## config.mk

```make
export PLATFORM = sky130hd
export DESIGN_NAME = slot_display_driver_flat
export DESIGN_NICKNAME = d
export VERILOG_FILES = /design/src/rtl/slot_display_driver_pkg.sv /design/src/rtl/slot_display_driver_if.sv /design/src/rtl/slot_display_driver_bin2bcd_seq.sv /design/src/rtl/slot_display_driver.sv /design/src/flat_wrapper.sv
export SDC_FILE = /design/constraint.sdc
export NUM_CORES = 1
export LEC_CHECK = 0
export ABC_AREA = 1
export BUFFER_PORTS_ARGS = -buffer_cell sky130_fd_sc_hd__buf_2
export CELL_PAD_IN_SITES_DETAIL_PLACEMENT = 0
export CELL_PAD_IN_SITES_GLOBAL_PLACEMENT = 1
export CORE_UTILIZATION = 40
export CTS_BUF_LIST = sky130_fd_sc_hd__clkbuf_8
export DETAILED_ROUTE_END_ITERATION = 10
export GPL_TIMING_DRIVEN = 0
export PLACE_DENSITY = 0.72
export SETUP_SLACK_MARGIN = 0.15
export SLEW_MARGIN = 10
export SYNTH_ARGS = -nofsm -noshare
export SYNTH_HDL_FRONTEND = slang
export SYNTH_SLANG_ARGS = --single-unit
```

## constraint.sdc

```tcl
create_clock -name clk -period 2.5 [get_ports clk]
set_clock_uncertainty 0.1 [all_clocks]
set_input_delay 0.375 -clock clk [delete_from_list [all_inputs] [get_ports clk]]
set_output_delay 0.375 -clock clk [all_outputs]
set_load 0.005 [all_outputs]
```

## src/rtl/slot_display_driver_pkg.sv

```systemverilog
// Shared types and constants for the slot machine 7-segment display driver:
// FSM states, segment glyphs ({g,f,e,d,c,b,a}, active-high) and field layout.
package slot_disp_pkg;

   typedef enum logic [2:0] {
      S_IDLE, S_LOAD_F, S_SHIFT_F, S_LOAD_B, S_SHIFT_B, S_COMMIT
   } state_e;

   localparam int BCD_DIG = 10;

   localparam logic [6:0] GLYPH_0    = 7'h3F;
   localparam logic [6:0] GLYPH_1    = 7'h06;
   localparam logic [6:0] GLYPH_2    = 7'h5B;
   localparam logic [6:0] GLYPH_3    = 7'h4F;
   localparam logic [6:0] GLYPH_4    = 7'h66;
   localparam logic [6:0] GLYPH_5    = 7'h6D;
   localparam logic [6:0] GLYPH_6    = 7'h7D;
   localparam logic [6:0] GLYPH_7    = 7'h07;
   localparam logic [6:0] GLYPH_8    = 7'h7F;
   localparam logic [6:0] GLYPH_9    = 7'h6F;
   localparam logic [6:0] GLYPH_DASH = 7'h40;

   // Fixed single-digit fields, offset from the end of the bet field
   localparam int OFS_WHEEL0 = 0;
   localparam int OFS_WHEEL1 = 1;
   localparam int OFS_WHEEL2 = 2;
   localparam int OFS_DICE   = 3;
   localparam int NFIXED     = 4;

   function automatic int ndig(int fd, int bd);
      return fd + bd + NFIXED;
   endfunction

   function automatic logic [6:0] seg7(logic [3:0] d);
      case (d)
         4'd0:    return GLYPH_0;
         4'd1:    return GLYPH_1;
         4'd2:    return GLYPH_2;
         4'd3:    return GLYPH_3;
         4'd4:    return GLYPH_4;
         4'd5:    return GLYPH_5;
         4'd6:    return GLYPH_6;
         4'd7:    return GLYPH_7;
         4'd8:    return GLYPH_8;
         4'd9:    return GLYPH_9;
         default: return 7'h00;
      endcase
   endfunction

endpackage

```

## src/rtl/slot_display_driver_if.sv

```systemverilog
// Game-core to display-driver bundle: display values in, segment/anode pins out.
interface slot_display_driver_if #(parameter int NDIG = 11);
   logic [31:0]     displayfunds;
   logic [31:0]     displaybet;
   logic [2:0]      displaywheel0;
   logic [2:0]      displaywheel1;
   logic [2:0]      displaywheel2;
   logic [2:0]      displaydice;
   logic [6:0]      seg;
   logic [NDIG-1:0] an;
   logic            ovf;

   modport master (output displayfunds, displaybet, displaywheel0, displaywheel1,
                   displaywheel2, displaydice, input seg, an, ovf);
   modport slave  (input displayfunds, displaybet, displaywheel0, displaywheel1,
                   displaywheel2, displaydice, output seg, an, ovf);
endinterface

```

## src/rtl/slot_display_driver_bin2bcd_seq.sv

```systemverilog
// Sequential 32-bit binary to 10-digit BCD converter (shift-add-3), one bit per cycle.
// start_i loads the operand; busy_o covers the 32 shift cycles; done_o marks the final one.
module bin2bcd_seq
   import slot_disp_pkg::*;
(
   input  logic                   clk,
   input  logic                   rst,
   input  logic                   start_i,
   input  logic [31:0]            bin_i,
   output logic                   busy_o,
   output logic                   done_o,
   output logic [4*BCD_DIG-1:0]   bcd_o
);
   logic [31:0]          bin_q;
   logic [4*BCD_DIG-1:0] bcd_q, adj_d;
   logic [4:0]           cnt_q;
   logic                 busy_q;

   always_comb begin
      adj_d = bcd_q;
      for (int n = 0; n < BCD_DIG; n++)
         if (bcd_q[4*n +: 4] >= 4'd5) adj_d[4*n +: 4] = bcd_q[4*n +: 4] + 4'd3;
   end

   always_ff @(posedge clk) begin
      if (!rst) begin
         bin_q  <= '0;
         bcd_q  <= '0;
         cnt_q  <= '0;
         busy_q <= 1'b0;
      end else if (start_i) begin
         bin_q  <= bin_i;
         bcd_q  <= '0;
         cnt_q  <= '0;
         busy_q <= 1'b1;
      end else if (busy_q) begin
         {bcd_q, bin_q} <= {adj_d, bin_q} << 1;
         cnt_q <= cnt_q + 5'd1;
         if (cnt_q == 5'd31) busy_q <= 1'b0;
      end
   end

   assign busy_o = busy_q;
   assign done_o = busy_q && (cnt_q == 5'd31);
   assign bcd_o  = bcd_q;
endmodule

```

## src/rtl/slot_display_driver.sv

```systemverilog
// Snapshots game display values, converts funds/bet to saturated BCD once per 68-cycle
// frame and scans all fields onto a multiplexed 7-segment bank. LEADING_ZERO_BLANK_EN blanks leading zeros.
module slot_display_driver
   import slot_disp_pkg::*;
#(
   parameter int SCAN_DIV  = 50000,
   parameter int FUNDS_DIG = 4,
   parameter int BET_DIG   = 3
) (
   input  logic                  clk,
   input  logic                  rst,
   slot_display_driver_if.slave  disp
);
   localparam int NDIG = ndig(FUNDS_DIG, BET_DIG);
   localparam int DW   = $clog2(NDIG);
   localparam int CW   = (SCAN_DIV > 1) ? $clog2(SCAN_DIV) : 1;
   localparam int BASE = FUNDS_DIG + BET_DIG;
   localparam int FW   = 4 * FUNDS_DIG;
   localparam int BW   = 4 * BET_DIG;

   state_e                     state_q;
   logic [31:0]                bet_sh_q;
   logic [2:0]                 w0_sh_q, w1_sh_q, w2_sh_q, dice_sh_q;
   logic [4*BCD_DIG-1:0]       fbcd_q;
   logic [FUNDS_DIG-1:0][3:0]  funds_q;
   logic [BET_DIG-1:0][3:0]    bet_q;
   logic [2:0]                 w0_q, w1_q, w2_q, dice_q;
   logic                       ovf_q;
   logic [CW-1:0]              cnt_q;
   logic [DW-1:0]              dig_q;
   logic [6:0]                 seg_q, seg_d;
   logic [NDIG-1:0]            an_q;

   logic                       cv_start, cv_busy, cv_done;
   logic [31:0]                cv_bin;
   logic [4*BCD_DIG-1:0]       cv_bcd;
   logic                       f_sat, b_sat;
   logic [3:0]                 val [NDIG];
   logic [NDIG-1:0]            blank;

   // One converter serves both fields: funds first, bet from its shadow copy
   assign cv_start = (state_q == S_LOAD_F || state_q == S_LOAD_B) && !cv_busy;
   assign cv_bin   = (state_q == S_LOAD_F) ? disp.displayfunds : bet_sh_q;
   assign f_sat    = (fbcd_q >> FW) != '0;
   assign b_sat    = (cv_bcd >> BW) != '0;

   bin2bcd_seq u_cv (
      .clk     (clk),
      .rst     (rst),
      .start_i (cv_start),
      .bin_i   (cv_bin),
      .busy_o  (cv_busy),
      .done_o  (cv_done),
      .bcd_o   (cv_bcd)
   );

   always_ff @(posedge clk) begin
      if (!rst) begin
         state_q   <= S_IDLE;
         bet_sh_q  <= '0;
         w0_sh_q   <= '0;
         w1_sh_q   <= '0;
         w2_sh_q   <= '0;
         dice_sh_q <= '0;
         fbcd_q    <= '0;
         funds_q   <= '0;
         bet_q     <= '0;
         w0_q      <= '0;
         w1_q      <= '0;
         w2_q      <= '0;
         dice_q    <= '0;
         ovf_q     <= 1'b0;
      end else begin
         case (state_q)
            S_IDLE:    state_q <= S_LOAD_F;
            S_LOAD_F: begin
               bet_sh_q  <= disp.displaybet;
               w0_sh_q   <= disp.displaywheel0;
               w1_sh_q   <= disp.displaywheel1;
               w2_sh_q   <= disp.displaywheel2;
               dice_sh_q <= disp.displaydice;
               state_q   <= S_SHIFT_F;
            end
            S_SHIFT_F: if (cv_done) state_q <= S_LOAD_B;
            S_LOAD_B: begin
               fbcd_q  <= cv_bcd;
               state_q <= S_SHIFT_B;
            end
            S_SHIFT_B: if (cv_done) state_q <= S_COMMIT;
            S_COMMIT: begin
               // Whole frame lands in one cycle so the scan never shows a mixed frame
               funds_q <= f_sat ? {FUNDS_DIG{4'd9}} : fbcd_q[FW-1:0];
               bet_q   <= b_sat ? {BET_DIG{4'd9}} : cv_bcd[BW-1:0];
               w0_q    <= w0_sh_q;
               w1_q    <= w1_sh_q;
               w2_q    <= w2_sh_q;
               dice_q  <= dice_sh_q;
               ovf_q   <= f_sat | b_sat;
               state_q <= S_IDLE;
            end
            default:   state_q <= S_IDLE;
         endcase
      end
   end

   always_comb begin
      for (int i = 0; i < NDIG; i++) val[i] = '0;
      for (int i = 0; i < FUNDS_DIG; i++) val[i] = funds_q[i];
      for (int i = 0; i < BET_DIG; i++) val[FUNDS_DIG+i] = bet_q[i];
      val[BASE+OFS_WHEEL0] = {1'b0, w0_q};
      val[BASE+OFS_WHEEL1] = {1'b0, w1_q};
      val[BASE+OFS_WHEEL2] = {1'b0, w2_q};
      val[BASE+OFS_DICE]   = {1'b0, dice_q};
   end

`ifdef LEADING_ZERO_BLANK_EN
   always_comb begin : blank_gen
      logic seen;
      blank = '0;
      seen  = 1'b0;
      for (int i = FUNDS_DIG-1; i > 0; i--) begin
         seen     = seen | (funds_q[i] != 4'd0);
         blank[i] = !seen;
      end
      seen = 1'b0;
      for (int i = BET_DIG-1; i > 0; i--) begin
         seen               = seen | (bet_q[i] != 4'd0);
         blank[FUNDS_DIG+i] = !seen;
      end
   end
`else
   assign blank = '0;
`endif

   always_comb begin
      seg_d = seg7(val[dig_q]);
      if (blank[dig_q])
         seg_d = 7'h00;
      else if (dig_q == DW'(BASE+OFS_DICE) && (dice_q == 3'd0 || dice_q == 3'd7))
         seg_d = GLYPH_DASH;
   end

   always_ff @(posedge clk) begin
      if (!rst) begin
         cnt_q <= '0;
         dig_q <= '0;
         seg_q <= '0;
         an_q  <= '0;
      end else begin
         seg_q <= seg_d;
         an_q  <= NDIG'(1) << dig_q;
         if (cnt_q == CW'(SCAN_DIV-1)) begin
            cnt_q <= '0;
            dig_q <= (dig_q == DW'(NDIG-1)) ? '0 : dig_q + DW'(1);
         end else begin
            cnt_q <= cnt_q + CW'(1);
         end
      end
   end

   assign disp.seg = seg_q;
   assign disp.an  = an_q;
   assign disp.ovf = ovf_q;
endmodule
```

## src/flat_wrapper.sv

```systemverilog
// flat-port wrapper written by rule: the top's interface ports become plain ports
module slot_display_driver_flat import slot_disp_pkg::*;
#(
   parameter int SCAN_DIV  = 50000,
   parameter int FUNDS_DIG = 4,
   parameter int BET_DIG   = 3
)
  (clk, rst, disp_displayfunds, disp_displaybet, disp_displaywheel0, disp_displaywheel1, disp_displaywheel2, disp_displaydice, disp_seg, disp_an, disp_ovf);
  slot_display_driver_if disp_i ();
  input  logic clk;
  input  logic rst;
  input wire logic [$bits(disp_i.displayfunds)-1:0] disp_displayfunds;
  input wire logic [$bits(disp_i.displaybet)-1:0] disp_displaybet;
  input wire logic [$bits(disp_i.displaywheel0)-1:0] disp_displaywheel0;
  input wire logic [$bits(disp_i.displaywheel1)-1:0] disp_displaywheel1;
  input wire logic [$bits(disp_i.displaywheel2)-1:0] disp_displaywheel2;
  input wire logic [$bits(disp_i.displaydice)-1:0] disp_displaydice;
  output wire logic [$bits(disp_i.seg)-1:0] disp_seg;
  output wire logic [$bits(disp_i.an)-1:0] disp_an;
  output wire logic [$bits(disp_i.ovf)-1:0] disp_ovf;
  assign disp_i.displayfunds = disp_displayfunds;
  assign disp_i.displaybet = disp_displaybet;
  assign disp_i.displaywheel0 = disp_displaywheel0;
  assign disp_i.displaywheel1 = disp_displaywheel1;
  assign disp_i.displaywheel2 = disp_displaywheel2;
  assign disp_i.displaydice = disp_displaydice;
  assign disp_seg = disp_i.seg;
  assign disp_an = disp_i.an;
  assign disp_ovf = disp_i.ovf;
  slot_display_driver #(.SCAN_DIV(SCAN_DIV), .FUNDS_DIG(FUNDS_DIG), .BET_DIG(BET_DIG)) u_core (.clk(clk), .rst(rst), .disp(disp_i));
endmodule
```

# After elaboration in Yosys (flattened, before gate mapping)
# Memory sizes are Yosys's and may differ from the RTL's. A register that Yosys moved wholly into a read port is not among the register bits.
# Cells that the tools add are included.
[word_totals] mem_bits_rw=0 n_memories=2 latch_bits=0 word_cells=115 mem_bits_ro=128 regBits=244
[classes] n_mul=0 bitwise=3 magnitude_cmp=12 shifts=1 add_sub_neg=13 mux=29 n_eq_ne=11 div=0 n_reduce_logical=16
[memory_table] memory="(no name shown)" depth=16 width=7 read_ports=1 rd_clocked_by_memory_dff=0 wr=0 line="slot_display_driver_pkg.sv:35" text="case (d)"
[memory_table] memory="(no name shown)" depth=16 width=1 read_ports=1 rd_clocked_by_memory_dff=1 wr=0 line="slot_display_driver.sv:137" text="if (blank[dig_q])"
[ops] op="two-way mux 32 bit" count=3
[ops] op="nonzero test 40 bit" count=2
[ops] op="two-way mux 4 bit" count=14
[ops] op="greater-or-equal comparator 4 x 3 -> 1 bit, second input constant" count=10
[ops] op="adder 4 x 2 -> 4 bit, second input constant" count=9
[ops] op="adder 16 x 1 -> 16 bit, second input constant" count=1
[ops] op="binary-select mux 4 bit (select 4 bit)" count=1
[ops] op="equality test 16 bit, second input constant" count=1
[ops] op="two-way mux 16 bit" count=1
[ops] op="case mux 3 bit (5 select lines)" count=1
[ops] op="two-way mux 12 bit" count=1
[ops] op="<< shifter 1 x 4 -> 11 bit, first input constant" count=1
[ops] op="equality test 3 bit, second input constant" count=3
[ops] op="two-way mux 3 bit" count=3
[ops] op="two-way mux 7 bit" count=1
[ops] op="equality test 3 x 2 -> 1 bit, second input constant" count=2
[ops] op="zero test 3 bit" count=2
[ops] op="OR reduction 2 bit" count=3
[ops] op="adder 5 x 1 -> 5 bit, second input constant" count=1
[ops] op="equality test 5 bit, second input constant" count=1
[ops] op="greater-or-equal comparator 5 bit, second input constant" count=1
[ops] op="less-than comparator 4 x 5 -> 1 bit, second input constant" count=1
[ops] op="inverter 4 -> 5 bit" count=1
[ops] op="adder 4 x 1 -> 4 bit, second input constant" count=1
[ops] op="13 further kinds" count=20

# Logic depth before layout (Yosys ltp)
# An unclocked memory read counts as a cell.
[logic_depth] depth_word=6 mapped_depth=14 depth_no_buf=13

# Hierarchy
# A second synthesis with hierarchy kept.
[unflattened] hier_cells=1511 area_unflattened_um2=10946.7
[modules_own_cells] module="slot_display_driver" seq_area_each_um2=3323.2 cells_per_inst=931 area_each_um2=6854.1 n_inst=1
[modules_own_cells] module="bin2bcd_seq" seq_area_each_um2=1561.5 cells_per_inst=580 area_each_um2=4092.7 n_inst=1

# Worst setup path after synthesis
# Ideal clock, no wire load.
[synth_path] path_type="flip-flop to flip-flop" from="register u_core.dig_q[0]" to="register u_core.seg_q[3] (netlist: u_core.disp.seg[3])" setup_ns=0.119 arrival_ns=1.605 n_path_buf=1 synth_period_minus_slack_ns=1.824 stages_incl_launch_ff=12 required_time_ns=2.281 path_slack_ns=0.676 path_cell_list="dfxtp_1 > buf_4 > nand2_1 > nor2_1 > a21oi_1 > nand3_1 > nand3_1 > nand2_1 > inv_1 > ha_1 > a21oi_1 > nor2_1"
[synth_between] elab_chain_cells=5 word_cells_on_any_way=8 classes_between="eq/ne (1); mux (3); bitwise (1); reduce/logical (2); memory (1)"
[synth_rtl] element="start: declaration" line="slot_display_driver.sv:30" text="logic [DW-1:0] dig_q;"
[synth_rtl] element="start signal: assignment" line="slot_display_driver.sv:154" text="dig_q <= (dig_q == DW'(NDIG-1)) ? '0 : dig_q + DW'(1);"
[synth_rtl] element="inverter 4 -> 5 bit (implied by the code)" line="slot_display_driver.sv:136" text="seg_d = seg7(val[dig_q]);"
[synth_rtl] element="binary-select mux 4 bit (select 4 bit)" line="slot_display_driver.sv:136"
[synth_rtl] element="two-way mux 4 bit (implied by the code) (2 in series)" line="slot_display_driver.sv:136"
[synth_rtl] element="memory read (16 x 7 bit)"
[synth_rtl] element="end signal: assignment" line="slot_display_driver.sv:150" text="seg_q <= seg_d;"
[synth_rtl] element="end: declaration" line="slot_display_driver.sv:31" text="logic [6:0] seg_q, seg_d;"
# Several ways; a longest one is shown, not always the timed one. The select of a mux whose other input is x is not followed.
# A chain may end at the register's enable or synchronous reset.

# Worst setup path after layout
[layout_path] from="register u_core.dig_q[1]" to="register u_core.seg_q[3] (netlist: u_core.disp.seg[3])"
# The elaborated chain is that of the path after synthesis.

==> results_dict.tcl <==
set metrics [dict create \
    path_max_fanout 9 \
    drcViolationCount 0 \
    holdPathStages 4 \
    final_antenna_net_count 0 \
    final_common_cell "nand2_1" \
    wire_per_inst_um 15.2 \
    wirelength_um 30200 \
    avgViaCountPerCell 5.02 \
    yosysWarningCount 0 \
    die_y_um 165 \
    multi_input_area_mm2 0.00496 \
    crit_path_start "u_core.dig_q[1]$_SDFFE_PN0N_" \
    synth.avg_cell_area_um2 7.44 \
    wl_met2_um 13900 \
    netlist_area_mm2 0.0106 \
    overflow 0 \
    arrival_ns 2.48 \
    grt_pass1_wl_um 48200 \
    max_freq_mhz 465 \
    cts_buffers 45 \
    vias 9974 \
    numPortBuffers 96 \
    tightest_slew_ns 0.816 \
    ios 97 \
    placed_area_mm2 0.0115 \
    drv_cap 0 \
    ir_drop_mv 0.469 \
    cts_tree "built" \
    cts_sinks 244 \
    p_per_area_mw_per_mm2 777 \
    fin_area_mm2 0.0130 \
    reg2reg_from "u_core.dig_q[1]$_SDFFE_PN0N_" \
    die_width_um 165 \
    fill_cells 2689 \
    synthArstFlopShare_pct 0 \
    min_period_ns 2.15 \
    critPathCapture "u_core.disp.seg[3]$_SDFF_PP0_" \
    initial_core_util_pct 40.7 \
    rr_endpoint "u_core.disp.seg[3]$_SDFF_PP0_" \
    synthDistinctLibCells 43 \
    crit_path_end_kind "flop" \
    routed.top_layer "met4" \
    gp_congestion 0.813 \
    track_usage_pct 22.6 \
    p_leak_uw 0.00550 \
    clk_pin_slew_ns 0.06 \
    cts_root_buf "clkbuf_8" \
    setup_viol 0 \
    dr_wl_met3_um 1040 \
    clock_path_buffers 3 \
    ys_seq_area_share_pct 46.0 \
    first_pass_iters 5 \
    slew_headroom_pct 45.6 \
    dpl.hpwl_um 21600 \
    rsz0062_at_grt "no" \
    insertedDiodeCount 0 \
    hp-class "in -> reg" \
    hold_violations 0 \
    grt_max_degree 12 \
    clkLatencyLatePin_ns 0.55 \
    ff2ff_setup_slack_ns 0.35 \
    postSynthCellCount 1428 \
    final_nets 1730 \
    dieArea_mm2 0.0272 \
    r2r_cells 12 \
    fin_setup_tns_ns 0 \
    regArea_mm2 0.00489 \
    antenna_found_initial 0 \
    drt-met1-wl_um 14700 \
    finalMaxSlewViolations 0 \
    final_cell_mix "nand2_1 (347), dfxtp_1 (243), a21oi_1 (168)" \
    synth-seq-cells 244 \
    drive_gt1_share_pct 13.4 \
    h-tree-depth 2 \
    synth-edff-count 0 \
    syn_to_final_growth_pct 22.1 \
    core_area_mm2 0.0261 \
    period_share_pct 86.0 \
    rows 59 \
    path_class "reg -> reg" \
    run_status "finished, final reports clean" \
    synth_ff_type "dfxtp_1" \
    syn-num-nets 1542 \
    grt_pass1_vias 9384 \
    start_kind "flop" \
    drtIter0Drc 502 \
    cp_data_required_time_ns 2.83 \
]
==> cells by family (layout without fill, tap and decap cells) <==
family,count (synthesis),in the layout,synth area share (%)
AOI/OAI and AO/OA,361,361,18.4
xor gates and xnor gates,19,19,1.57
adders and majority gates,36,36,4.24
buffers and inverters,191,414,7.26
DFF,244,244,46.0
and+or+nand+nor,577,577,22.5
==> cell usage after synthesis, drive strengths merged, types with 5 or more instances <==
cell,instances,share of area (%)
a221o,5,0.47
a21oi,168,7.9
nor2,133,4.9
inv,116,4.1
dfxtp,244,46
clkbuf,48,1.7
a22oi,5,0.35
nor4,11,0.71
nand4,11,0.65
buf,25,1.4
o211ai,21,1.5
nand2,354,13
nand3,49,2.4
xor2,18,1.5
o21ai,133,6.3
nor3,14,0.80
ha,36,4.2
a31oi,22,1.3
==> where the power goes <==
| group | switching, µW | internal, µW |
|---|---|---|
| clock | 1690 | 2360 |
| sequential | 180 | 4190 |
| combinational | 1110 | 543 |
==> how the worst min path moves through the flow <==
stage,startpoint,endpoint,slack (ns)
2_1_floorplan,u_core.cnt_q[0]$_SDFF_PP0_,u_core.cnt_q[0]$_SDFF_PP0_,0.33
3_3_place_gp,u_core.cnt_q[0]$_SDFF_PP0_,u_core.cnt_q[0]$_SDFF_PP0_,0.35
5_1_grt,disp_displayfunds[25],u_core.u_cv.bin_q[25]$_SDFFE_PN0P_,0.08
6_report,disp_displayfunds[25],u_core.u_cv.bin_q[25]$_SDFFE_PN0P_,0.08
4_1_cts,disp_displayfunds[25],u_core.u_cv.bin_q[25]$_SDFFE_PN0P_,0.06
3_5_place_dp,u_core.fbcd_q[2]$_SDFFE_PN0P_,u_core.funds_q[2]$_SDFFE_PN0N_,0.35
==> metrics by stage <==
| stage | power (µW) | hold slack (ns) | setup slack (ns) | instances | util, % |
|---|---|---|---|---|---|
| finish | 10100 | 0.0786 | 0.350 | 1986 | 49.7 |
| global route | 10600 | 0.0770 | 0.181 | 1986 | 49.7 |
| CTS | 10200 | 0.0553 | 0.182 | 1986 | 49.7 |
| detailed placement | 6050 | 0.352 | 0.199 | 1859 | 44.2 |
| global placement | 6040 | 0.345 | 0.188 | 1859 | 44.2 |
| floorplan | 5460 | 0.330 | 0.676 | 1428 | - |
==> sequential cells by signal, summed over array words and instances, names as in the netlist, 7 cells and up <==
register	cells
u_core.cnt_q	16
u_core.disp.an	11
u_core.bet_sh_q	32
u_core.u_cv.bin_q	32
u_core.funds_q	16
u_core.disp.seg	7
u_core.u_cv.bcd_o	40
u_core.bet_q	12
u_core.fbcd_q	40
==> metal layers <==
layer	track usage (%)	up-vias
met5	0	-
met4	6.13	0
met3	3.29	48
met2	37.3	186
met1	30.7	4633
li1	-	5107
==> critical path, cell delays in order (launching register included) <==
cell and delay, ns:
dfxtp_1 0.31, buf_6 0.14, inv_2 0.16, nand2_1 0.18, nor2_1 0.13, a21oi_1 0.05
nand3_1 0.08, nand3_1 0.12, nand2_1 0.14, inv_1 0.11, ha_1 0.33, a21oi_1 0.13
nor2_1 0.05
==> layout make-up <==
cell class	instances	area share, %
clock inverter	18	0.811
inverter	118	3.42
tap	335	3.23
buffer	73	2.56
clock buffer	64	6.80
sequential	244	37.7
multi-input combinational	993	38.3
timing repair buffer	141	7.18
==> timing repair <==
item,CTS,global route
hold buffers,45,0
gates resized for setup,0,3
endpoints found under the hold margin,45,0
buffers inserted,0,0
setup endpoints to repair,0,6
Power figures use the tool's default switching activity.
